<file path="config.mk">
export PLATFORM = sky130hd
export DESIGN_NAME = multicycle_controller_flat
export DESIGN_NICKNAME = d
export VERILOG_FILES = /design/src/rtl/multicycle_controller_if.sv /design/src/rtl/multicycle_controller.sv /design/src/flat_wrapper.sv
export SDC_FILE = /design/constraint.sdc
export NUM_CORES = 1
export LEC_CHECK = 0
export BUFFER_PORTS_ARGS = -buffer_cell sky130_fd_sc_hd__buf_2
export CAP_MARGIN = 20
export CORE_MARGIN = 2
export CORE_UTILIZATION = 44
export DETAILED_ROUTE_END_ITERATION = 10
export PLACE_DENSITY_LB_ADDON = 0.05
export SYNTH_ARGS = -nofsm -noshare
export SYNTH_HDL_FRONTEND = slang
export SYNTH_SLANG_ARGS = --single-unit
</file>
<file path="constraint.sdc">
create_clock -name clk -period 2.35 [get_ports clk]
set_clock_uncertainty 0.15 [all_clocks]
set_input_delay 0.47 -clock clk [delete_from_list [all_inputs] [get_ports clk]]
set_output_delay 0.47 -clock clk [all_outputs]
set_load 0.02 [all_outputs]
</file>
<file path="src/rtl/multicycle_controller_if.sv">
// Control bundle between the multicycle sequencer and the RV32I datapath/memory.
// The master side is the controller; the slave side is the datapath and memory.
interface multicycle_controller_if;
  logic [31:0] instr;
  logic        mem_ready;
  logic        branch_taken;
  logic        ir_we;
  logic        pc_we;
  logic [1:0]  pc_src;
  logic        alu_src_a;
  logic        alu_src_b;
  logic [2:0]  imm_type;
  logic        mem_req;
  logic        mem_we;
  logic        mem_addr_sel;
  logic        reg_we;
  logic [1:0]  wb_sel;
  logic [2:0]  state;
  logic        trap;
  logic        trap_cause;

  // Memory handshake: mem_req is held until a cycle with mem_req=1 and
  // mem_ready=1 completes the transfer; that cycle is the only one that advances.
  modport master (
    input  instr, mem_ready, branch_taken,
    output ir_we, pc_we, pc_src, alu_src_a, alu_src_b, imm_type, mem_req,
           mem_we, mem_addr_sel, reg_we, wb_sel, state, trap, trap_cause
  );

  modport slave (
    output instr, mem_ready, branch_taken,
    input  ir_we, pc_we, pc_src, alu_src_a, alu_src_b, imm_type, mem_req,
           mem_we, mem_addr_sel, reg_we, wb_sel, state, trap, trap_cause
  );
endinterface

</file>
<file path="src/rtl/multicycle_controller.sv">
// Multi-cycle FETCH/DECODE/EXEC/MEM/WB sequencer for an RV32I datapath with a
// shared memory port, a memory wait timeout and a sticky trap state.
module multicycle_controller #(
  parameter int unsigned WAIT_MAX = 15
) (
  input  logic                    clk,
  input  logic                    reset,
  multicycle_controller_if.master bus
);

  typedef enum logic [2:0] {
    S_FETCH  = 3'd0,
    S_DECODE = 3'd1,
    S_EXEC   = 3'd2,
    S_MEM    = 3'd3,
    S_WB     = 3'd4,
    S_TRAP   = 3'd7
  } state_t;

  typedef enum logic [3:0] {
    OP_R, OP_IALU, OP_LOAD, OP_JALR, OP_STORE, OP_BRANCH,
    OP_LUI, OP_AUIPC, OP_JAL, OP_ILL
  } op_t;

  state_t     r_state;
  logic [7:0] r_wait;
  logic       r_trap;
  logic       r_trap_cause;

  op_t        w_op;
  logic [2:0] w_imm;
  logic       w_wait_hit;
  logic       w_unused_instr;

  logic       w_ir_we, w_pc_we, w_alu_src_a, w_alu_src_b;
  logic       w_mem_req, w_mem_we, w_mem_addr_sel, w_reg_we;
  logic       w_trap, w_trap_cause;
  logic [1:0] w_pc_src, w_wb_sel;
  logic [2:0] w_imm_type, w_state;

  assign w_unused_instr = ^bus.instr[31:7];

  always_comb begin
    w_op = OP_ILL;
    case (bus.instr[6:0])
      7'b0110011: w_op = OP_R;
      7'b0010011: w_op = OP_IALU;
      7'b0000011: w_op = OP_LOAD;
      7'b1100111: w_op = OP_JALR;
      7'b0100011: w_op = OP_STORE;
      7'b1100011: w_op = OP_BRANCH;
      7'b0110111: w_op = OP_LUI;
      7'b0010111: w_op = OP_AUIPC;
      7'b1101111: w_op = OP_JAL;
      default:    w_op = OP_ILL;
    endcase
  end

  always_comb begin
    w_imm = 3'd0;
    case (w_op)
      OP_IALU, OP_LOAD, OP_JALR: w_imm = 3'd1;
      OP_STORE:                  w_imm = 3'd2;
      OP_BRANCH:                 w_imm = 3'd3;
      OP_LUI, OP_AUIPC:          w_imm = 3'd4;
      OP_JAL:                    w_imm = 3'd5;
      default:                   w_imm = 3'd0;
    endcase
  end

  // r_wait counts completed wait cycles, so this cycle is wait number WAIT_MAX.
  assign w_wait_hit = (r_wait == 8'(WAIT_MAX - 1));

  always_ff @(posedge clk) begin
    if (reset) begin
      r_state      <= S_FETCH;
      r_wait       <= 8'd0;
      r_trap       <= 1'b0;
      r_trap_cause <= 1'b0;
    end else begin
      case (r_state)
        S_FETCH, S_MEM: begin
          if (bus.mem_ready) begin
            r_wait <= 8'd0;
            if (r_state == S_FETCH)    r_state <= S_DECODE;
            else if (w_op == OP_LOAD)  r_state <= S_WB;
            else                       r_state <= S_FETCH;
          end else if (w_wait_hit) begin
            r_wait       <= 8'd0;
            r_state      <= S_TRAP;
            r_trap       <= 1'b1;
            r_trap_cause <= 1'b1;
          end else begin
            r_wait <= r_wait + 8'd1;
          end
        end
        S_DECODE: begin
          if (w_op == OP_ILL) begin
            r_state      <= S_TRAP;
            r_trap       <= 1'b1;
            r_trap_cause <= 1'b0;
          end else begin
            r_state <= S_EXEC;
          end
        end
        S_EXEC: begin
          if (w_op == OP_BRANCH)                           r_state <= S_FETCH;
          else if (w_op == OP_LOAD || w_op == OP_STORE)    r_state <= S_MEM;
          else                                             r_state <= S_WB;
        end
        S_WB:    r_state <= S_FETCH;
        S_TRAP:  r_state <= S_TRAP;
        default: r_state <= S_FETCH;
      endcase
    end
  end

  // Outputs are decoded from the current state; reset forces every one of them low.
  always_comb begin
    w_ir_we        = 1'b0;
    w_pc_we        = 1'b0;
    w_pc_src       = 2'd0;
    w_alu_src_a    = 1'b0;
    w_alu_src_b    = 1'b0;
    w_imm_type     = 3'd0;
    w_mem_req      = 1'b0;
    w_mem_we       = 1'b0;
    w_mem_addr_sel = 1'b0;
    w_reg_we       = 1'b0;
    w_wb_sel       = 2'd0;
    w_state        = 3'd0;
    w_trap         = 1'b0;
    w_trap_cause   = 1'b0;
    if (!reset) begin
      w_state      = r_state;
      w_trap       = r_trap;
      w_trap_cause = r_trap_cause;
      case (r_state)
        S_FETCH: begin
          w_mem_req = 1'b1;
          w_ir_we   = bus.mem_ready;
        end
        S_DECODE: w_imm_type = w_imm;
        S_EXEC: begin
          w_imm_type  = w_imm;
          w_alu_src_b = (w_op != OP_R) && (w_op != OP_BRANCH);
          w_alu_src_a = (w_op == OP_AUIPC);
          if (w_op == OP_BRANCH) begin
            w_pc_we  = 1'b1;
            w_pc_src = bus.branch_taken ? 2'd1 : 2'd0;
          end
        end
        S_MEM: begin
          w_imm_type     = w_imm;
          w_mem_req      = 1'b1;
          w_mem_addr_sel = 1'b1;
          w_mem_we       = (w_op == OP_STORE);
          w_pc_we        = (w_op == OP_STORE) && bus.mem_ready;
        end
        S_WB: begin
          w_imm_type = w_imm;
          w_reg_we   = 1'b1;
          w_pc_we    = 1'b1;
          case (w_op)
            OP_LOAD: w_wb_sel = 2'd1;
            OP_JAL:  begin w_wb_sel = 2'd2; w_pc_src = 2'd1; end
            OP_JALR: begin w_wb_sel = 2'd2; w_pc_src = 2'd2; end
            default: w_wb_sel = 2'd0;
          endcase
        end
        default: ;
      endcase
    end
  end

  assign bus.ir_we        = w_ir_we;
  assign bus.pc_we        = w_pc_we;
  assign bus.pc_src       = w_pc_src;
  assign bus.alu_src_a    = w_alu_src_a;
  assign bus.alu_src_b    = w_alu_src_b;
  assign bus.imm_type     = w_imm_type;
  assign bus.mem_req      = w_mem_req;
  assign bus.mem_we       = w_mem_we;
  assign bus.mem_addr_sel = w_mem_addr_sel;
  assign bus.reg_we       = w_reg_we;
  assign bus.wb_sel       = w_wb_sel;
  assign bus.state        = w_state;
  assign bus.trap         = w_trap;
  assign bus.trap_cause   = w_trap_cause;

endmodule

</file>
<file path="src/flat_wrapper.sv">
// flat-port wrapper written by rule: the top's interface ports become plain ports
module multicycle_controller_flat 
#(
  parameter int unsigned WAIT_MAX = 15
)
  (clk, reset, bus_instr, bus_mem_ready, bus_branch_taken, bus_ir_we, bus_pc_we, bus_pc_src, bus_alu_src_a, bus_alu_src_b, bus_imm_type, bus_mem_req, bus_mem_we, bus_mem_addr_sel, bus_reg_we, bus_wb_sel, bus_state, bus_trap, bus_trap_cause);
  multicycle_controller_if bus_i ();
  input  logic clk;
  input  logic reset;
  input wire logic [$bits(bus_i.instr)-1:0] bus_instr;
  input wire logic [$bits(bus_i.mem_ready)-1:0] bus_mem_ready;
  input wire logic [$bits(bus_i.branch_taken)-1:0] bus_branch_taken;
  output wire logic [$bits(bus_i.ir_we)-1:0] bus_ir_we;
  output wire logic [$bits(bus_i.pc_we)-1:0] bus_pc_we;
  output wire logic [$bits(bus_i.pc_src)-1:0] bus_pc_src;
  output wire logic [$bits(bus_i.alu_src_a)-1:0] bus_alu_src_a;
  output wire logic [$bits(bus_i.alu_src_b)-1:0] bus_alu_src_b;
  output wire logic [$bits(bus_i.imm_type)-1:0] bus_imm_type;
  output wire logic [$bits(bus_i.mem_req)-1:0] bus_mem_req;
  output wire logic [$bits(bus_i.mem_we)-1:0] bus_mem_we;
  output wire logic [$bits(bus_i.mem_addr_sel)-1:0] bus_mem_addr_sel;
  output wire logic [$bits(bus_i.reg_we)-1:0] bus_reg_we;
  output wire logic [$bits(bus_i.wb_sel)-1:0] bus_wb_sel;
  output wire logic [$bits(bus_i.state)-1:0] bus_state;
  output wire logic [$bits(bus_i.trap)-1:0] bus_trap;
  output wire logic [$bits(bus_i.trap_cause)-1:0] bus_trap_cause;
  assign bus_i.instr = bus_instr;
  assign bus_i.mem_ready = bus_mem_ready;
  assign bus_i.branch_taken = bus_branch_taken;
  assign bus_ir_we = bus_i.ir_we;
  assign bus_pc_we = bus_i.pc_we;
  assign bus_pc_src = bus_i.pc_src;
  assign bus_alu_src_a = bus_i.alu_src_a;
  assign bus_alu_src_b = bus_i.alu_src_b;
  assign bus_imm_type = bus_i.imm_type;
  assign bus_mem_req = bus_i.mem_req;
  assign bus_mem_we = bus_i.mem_we;
  assign bus_mem_addr_sel = bus_i.mem_addr_sel;
  assign bus_reg_we = bus_i.reg_we;
  assign bus_wb_sel = bus_i.wb_sel;
  assign bus_state = bus_i.state;
  assign bus_trap = bus_i.trap;
  assign bus_trap_cause = bus_i.trap_cause;
  multicycle_controller #(.WAIT_MAX(WAIT_MAX)) u_core (.clk(clk), .reset(reset), .bus(bus_i));
endmodule
</file>
* Yosys cells after proc, flatten, opt, wreduce, memory -nomap -nowiden
Memory sizes are Yosys's and may differ from the RTL's. Index checks and enable logic that the tools add are counted.
Cells by class: multiply operators 0, mux-type cells 47, bitwise operators 0, $add $sub $neg 1, reduce and logical (&&, ||, !) cells 10, div/mod/pow operators 0, order comparisons 0, equal/unequal tests 27, shifts and indexed selects 0
Operators by type and width (number):
- $pmux 4 s9 | 1
- $mux 3 | 10
- $mux 1 | 23
- $eq 7x6->1 const B | 3
- $eq 7x7->1 const B | 3
- $mux 8 | 2
- $eq 7x5->1 const B | 2
- $eq 4x3->1 const B | 3
- $pmux 2 s2 | 3
- $pmux 3 s4 | 1
- $add 8x1->8 const B | 1
- $eq 4x2->1 const B | 2
- $eq 4x4->1 const B | 2
- $eq 8x4->1 const B | 1
- $mux 2 | 4
- $eq 7x2->1 const B | 1
- $eq 3x2->1 const B | 2
- $eq 3x3->1 const B | 2
- $ne 2x1->1 const B | 2
- $ne 4x3->1 const B | 1
- $pmux 1 s2 | 2
- $reduce_and 4->1 | 1
- $reduce_bool 4->1 | 1
- $reduce_or 2->1 | 2
- 9 further kinds | 10
Word-level totals: bits in writable memories 0, flip-flop bits (word level) 13, memory bits (read-only) 48, bits in latches 0, input port bits 36, memories kept 1
Memory list:
- (name not given) | words 16, width 3, rd ports 1, clocked after memory_dff 0, write ports 0, RTL line multicycle_controller.sv:61 | case (w_op)

* Logic depth before layout (Yosys ltp)
word-level depth 7, mapped depth 8

* Worst setup path before layout
No wires, ideal clock.
path type input to output, from input bus_instr[6], to output bus_imm_type[0], cell stages on the path 5, path slack -371 ps, arrival time 2101 ps, buffers on the path 1, required time 1730 ps, cells stage by stage clkbuf_1 > inv_1 > nor2_1 > nor2_1 > a2111oi_0
On the way: longest elaborated chain between the ends 5, elaborated cells between the ends (all ways) 13
Ends and longest elaborated chain:
- start: declaration | RTL line flat_wrapper.sv:10 | input wire logic [$bits(bus_i.instr)-1:0] bus_instr;
- $eq 7x7->1 (tied with other cells) | RTL line multicycle_controller.sv:45 | case (bus.instr[6:0])
- $pmux 4 s9 * | RTL line multicycle_controller.sv:45
- $mem_v2 16x3 *
- $mux 3 * | RTL line multicycle_controller.sv:138 | case (r_state)
- $mux 3 * | RTL line multicycle_controller.sv:134 | if (!reset) begin
- end: declaration | RTL line flat_wrapper.sv:18 | output wire logic [$bits(bus_i.imm_type)-1:0] bus_imm_type;
Every way passes the cells marked *; elsewhere a longest branch is shown, timed or not.

* Worst setup path after layout
from register u_core.r_state[0], to output bus_imm_type[0]
On the way: longest elaborated chain between the ends 4, elaborated cells between the ends (all ways) 7
Ends and longest elaborated chain:
- start: declaration | RTL line multicycle_controller.sv:25 | state_t r_state;
- start signal: assignment | RTL line multicycle_controller.sv:76 | r_state <= S_FETCH;
- start signal: assignment | RTL line multicycle_controller.sv:85 | if (r_state == S_FETCH) r_state <= S_DECODE;
- start signal: assignment | RTL line multicycle_controller.sv:86 | else if (w_op == OP_LOAD) r_state <= S_WB;
- $eq 3x1->1 (tied with other cells) | RTL line multicycle_controller.sv:138
- $reduce_or 4->1 (no line) *
- $mux 3 * | RTL line multicycle_controller.sv:138
- $mux 3 * | RTL line multicycle_controller.sv:134
Marked as above.

==> results by group <==
Detailed routing
  • Detailed Route Iter0 Violations: 38
  • DRT Pass-1 Iters: 4
  • Vias/cell: 5.68
  • Post-detailed-route count of antenna-violating nets: 0
  • Total wire length: 2.78 mm
  • Average wire per standard cell: 13.7 um
  • Via Count: 1,153
  • DRC: 0

Floorplan
  • Starting Density: 47.2%
  • Die W: 53.0 um
  • Ports: 56
  • Core area: 2230 um^2
  • # rows: 17
  • Die footprint: 2800 um^2
  • Die Y: 53.0 um

Timing
  • Final Hold Fails: 0
  • Slew HR: 56.4%
  • Tcrit/Tclk final: 95.6%
  • Hold_ws: 0.335 ns
  • Setup-failing EPs final: 0
  • RSZ-0062 raised after global routing: false
  • Setup tns final: 0 ns
  • Pins Over Slew Limit: 0
  • Worst Tran Pin Value: 0.652 ns
  • Fmax: 0.445 GHz
  • Final Critical Period: 2.25 ns
  • Worst setup margin: 0.104 ns

Placement
  • Placed insts: 198
  • Dpl cell area: 1260 um^2
  • Placer Congestion: 0.843
  • HPWL after detailed placement: 2.05 mm
  • Port bufs: 30
  • Dpl ws: 0.0935 ns

Final layout
  • Final core utilization: 58.8%
  • Area grow syn2layout: 24.4%
  • Diode count: 0
  • Filler cells: 234
  • Final nets: 214
  • Most frequent cells in the layout: buf_2 (30), a21oi_1 (17), nand2_1 (13)
  • Final Non-Filler Cells: 203
  • Share of cells above drive strength 1: 32.6%
  • Final Cell Area: 1310 um^2
  • Commonest non-fill, non-tap cell in the layout: buf_2

Power and ir drop
  • Leakage: 0.546 nW
  • Clock network power share: 11.5%
  • Cell internal pwr: 0.632 mW
  • Combinational share of power: 59.4%
  • Pwr/cell area: 929 nW/um^2
  • Switch Pwr: 0.587 mW
  • Total power: 1.22 mW
  • Net Sw Frac: 48.1%
  • Max VDD drop: 694 uV
  • Flop pwr share: 29.1%

Outcome
  • Status: finished, final reports clean

Setup path
  • Max incr delay on CP: 0.39 ns
  • Startpoint types: flip-flop
  • CP Max Fanout: 10
  • Setup CP Type: flip-flop to output pin
  • Crit-path slowest cell: dfxtp_4
  • CP Data Required Time: 1.73 ns
  • CP cell instances: nor2_4 > xnor2_1 > nand2b_1 > a2111oi_2 > buf_2
  • CP arrival: 1.63 ns
  • Critical Path Source: u_core.r_state[0]$_SDFFE_PP0P_
  • Endpoint class of the critical path: output pin
  • Crit Reg-Reg Startpoint: u_core.r_wait[0]$_SDFFE_PP0N_

Yosys
  • Synth unique cells: 38
  • Net Count, Synth: 181
  • Synth top area share: 24.7%
  • Area contributors post-synth: dfxtp_1 (25%), a21oi_1 (8.1%), nor3_1 (5.2%)
  • Synthesized area per cell: 7.38 um^2
  • Number of synthesized flops with an enable pin: 0
  • Fraction of registers with async set/reset: 0%
  • Register area share after synthesis: 24.7%
  • Largest area contributor in the netlist: dfxtp_1
  • Flops & latches, synth: 13
  • Primary FF master, synth: dfxtp_1
  • Mapped cell area: 1050 um^2
  • Syn. warnings: 0
  • Cells after Synth: 143

Clock network
  • Worst-skew pair later-pin latency: 0.28 ns
  • Deepest clock path buffer count: 2
  • Worst-path clk slew: 0.08 ns
  • TritonCTS clock tree: yes
  • Hold Buf Count CTS: 0
  • CTS root buf: clkbuf_4
  • Sink Count: 13
  • H-tree level count: 1
  • Total CTS buffers: 3

Run
  • MaxCap Viol Count: 0

GRT
  • Largest net degree at the start of global routing: 20
  • Gr usage total: 21.6%
  • First-pass GRT wire length: 4.48 mm
  • Number of global-route vias before repair: 951
  • Initial antenna violation count: 0
  • GRT overflow: 0

Hold path
  • Worst hold-check path type: flip-flop to flip-flop
  • Hold_sp: u_core.r_trap_cause$_SDFFE_PP0P_
==> routing by layer <==
metal  global-route usage [%]  share of wire (%)
met1                     31.7                 50
met2                     32.1                 44
met3                     5.93                5.2
met4                     2.56               0.40
met5                        0                  0
==> synth_stat cells (all sizes together), types with 2 or more instances <==
cell    count
a21oi      17
a311oi      6
a31oi       4
a41oi       2
and3        4
buf         4
clkbuf      5
dfxtp      13
ha          2
inv         5
nand2      13
nand2b      7
nand3       4
nor2       11
nor2b       8
nor3       12
nor4        6
or3         3
xnor2       2
==> power by group through the flow <==
stage	Clock [mW]	Sequential (mW)	Combinational, mW
final	0.141	0.355	0.724
after global routing	0.153	0.365	0.801
after CTS	0.145	0.351	0.703
after detailed placement	0	0.350	0.699
after global placement	0	0.348	0.687
after floorplan	0	0.290	0.598
==> area by class of cell <==
type	count	area (um^2)	share of cell area, %
multi-input combinational	116	763	58.2
tap	28	35.0	2.67
sequential	13	267	20.3
timing repair buffer	37	203	15.4
clock buffer	4	26.3	2.00
inverter	5	18.8	1.43
==> critical path: cells and delay by family, from the launching register on <==
kind	cells	cell delay, ns
DFF	1	0.39
AOI/OAI and AO/OA	1	0.35
and+or+nand+nor	2	0.27
buffers and inverters	1	0.22
xor gates and xnor gates	1	0.12
==> cell families after synthesis <==
kind of cell / count (synthesis) / share of synthesized area [%]
compound gates: 36 / 23.0
xor+xnor: 3 / 2.49
fa+ha+maj: 2 / 2.37
buf+inv: 14 / 6.64
flops: 13 / 24.7
simple gates: 75 / 40.8
==> sequential cells by signal, summed over array words and instances (netlist names) <==
register / count
u_core.r_trap_cause: 1
u_core.r_wait: 8
u_core.r_trap: 1
u_core.r_state: 3
==> repair_timing <==
item | CTS | global route
setup endpoints to repair | 1 | 3
pin swaps | 1 | 1
hold endpoints to repair | 0 | 0
setup buffers | 0 | 1
gates resized for setup | 3 | 3
==> worst paths after layout <==
| path | end | slack, ns | cells past startpoint |
|---|---|---|---|
| setup / recovery | bus_imm_type[0] | 0.10 | 5 |
| hold reg to reg | u_core.r_trap_cause$_SDFFE_PP0P_ | 0.34 | 2 |
| setup reg to reg | u_core.r_wait[6]$_SDFFE_PP0N_ | 0.25 | 7 |
| hold / removal | u_core.r_trap_cause$_SDFFE_PP0P_ | 0.34 | 2 |
Power figures use the tool's default switching activity.
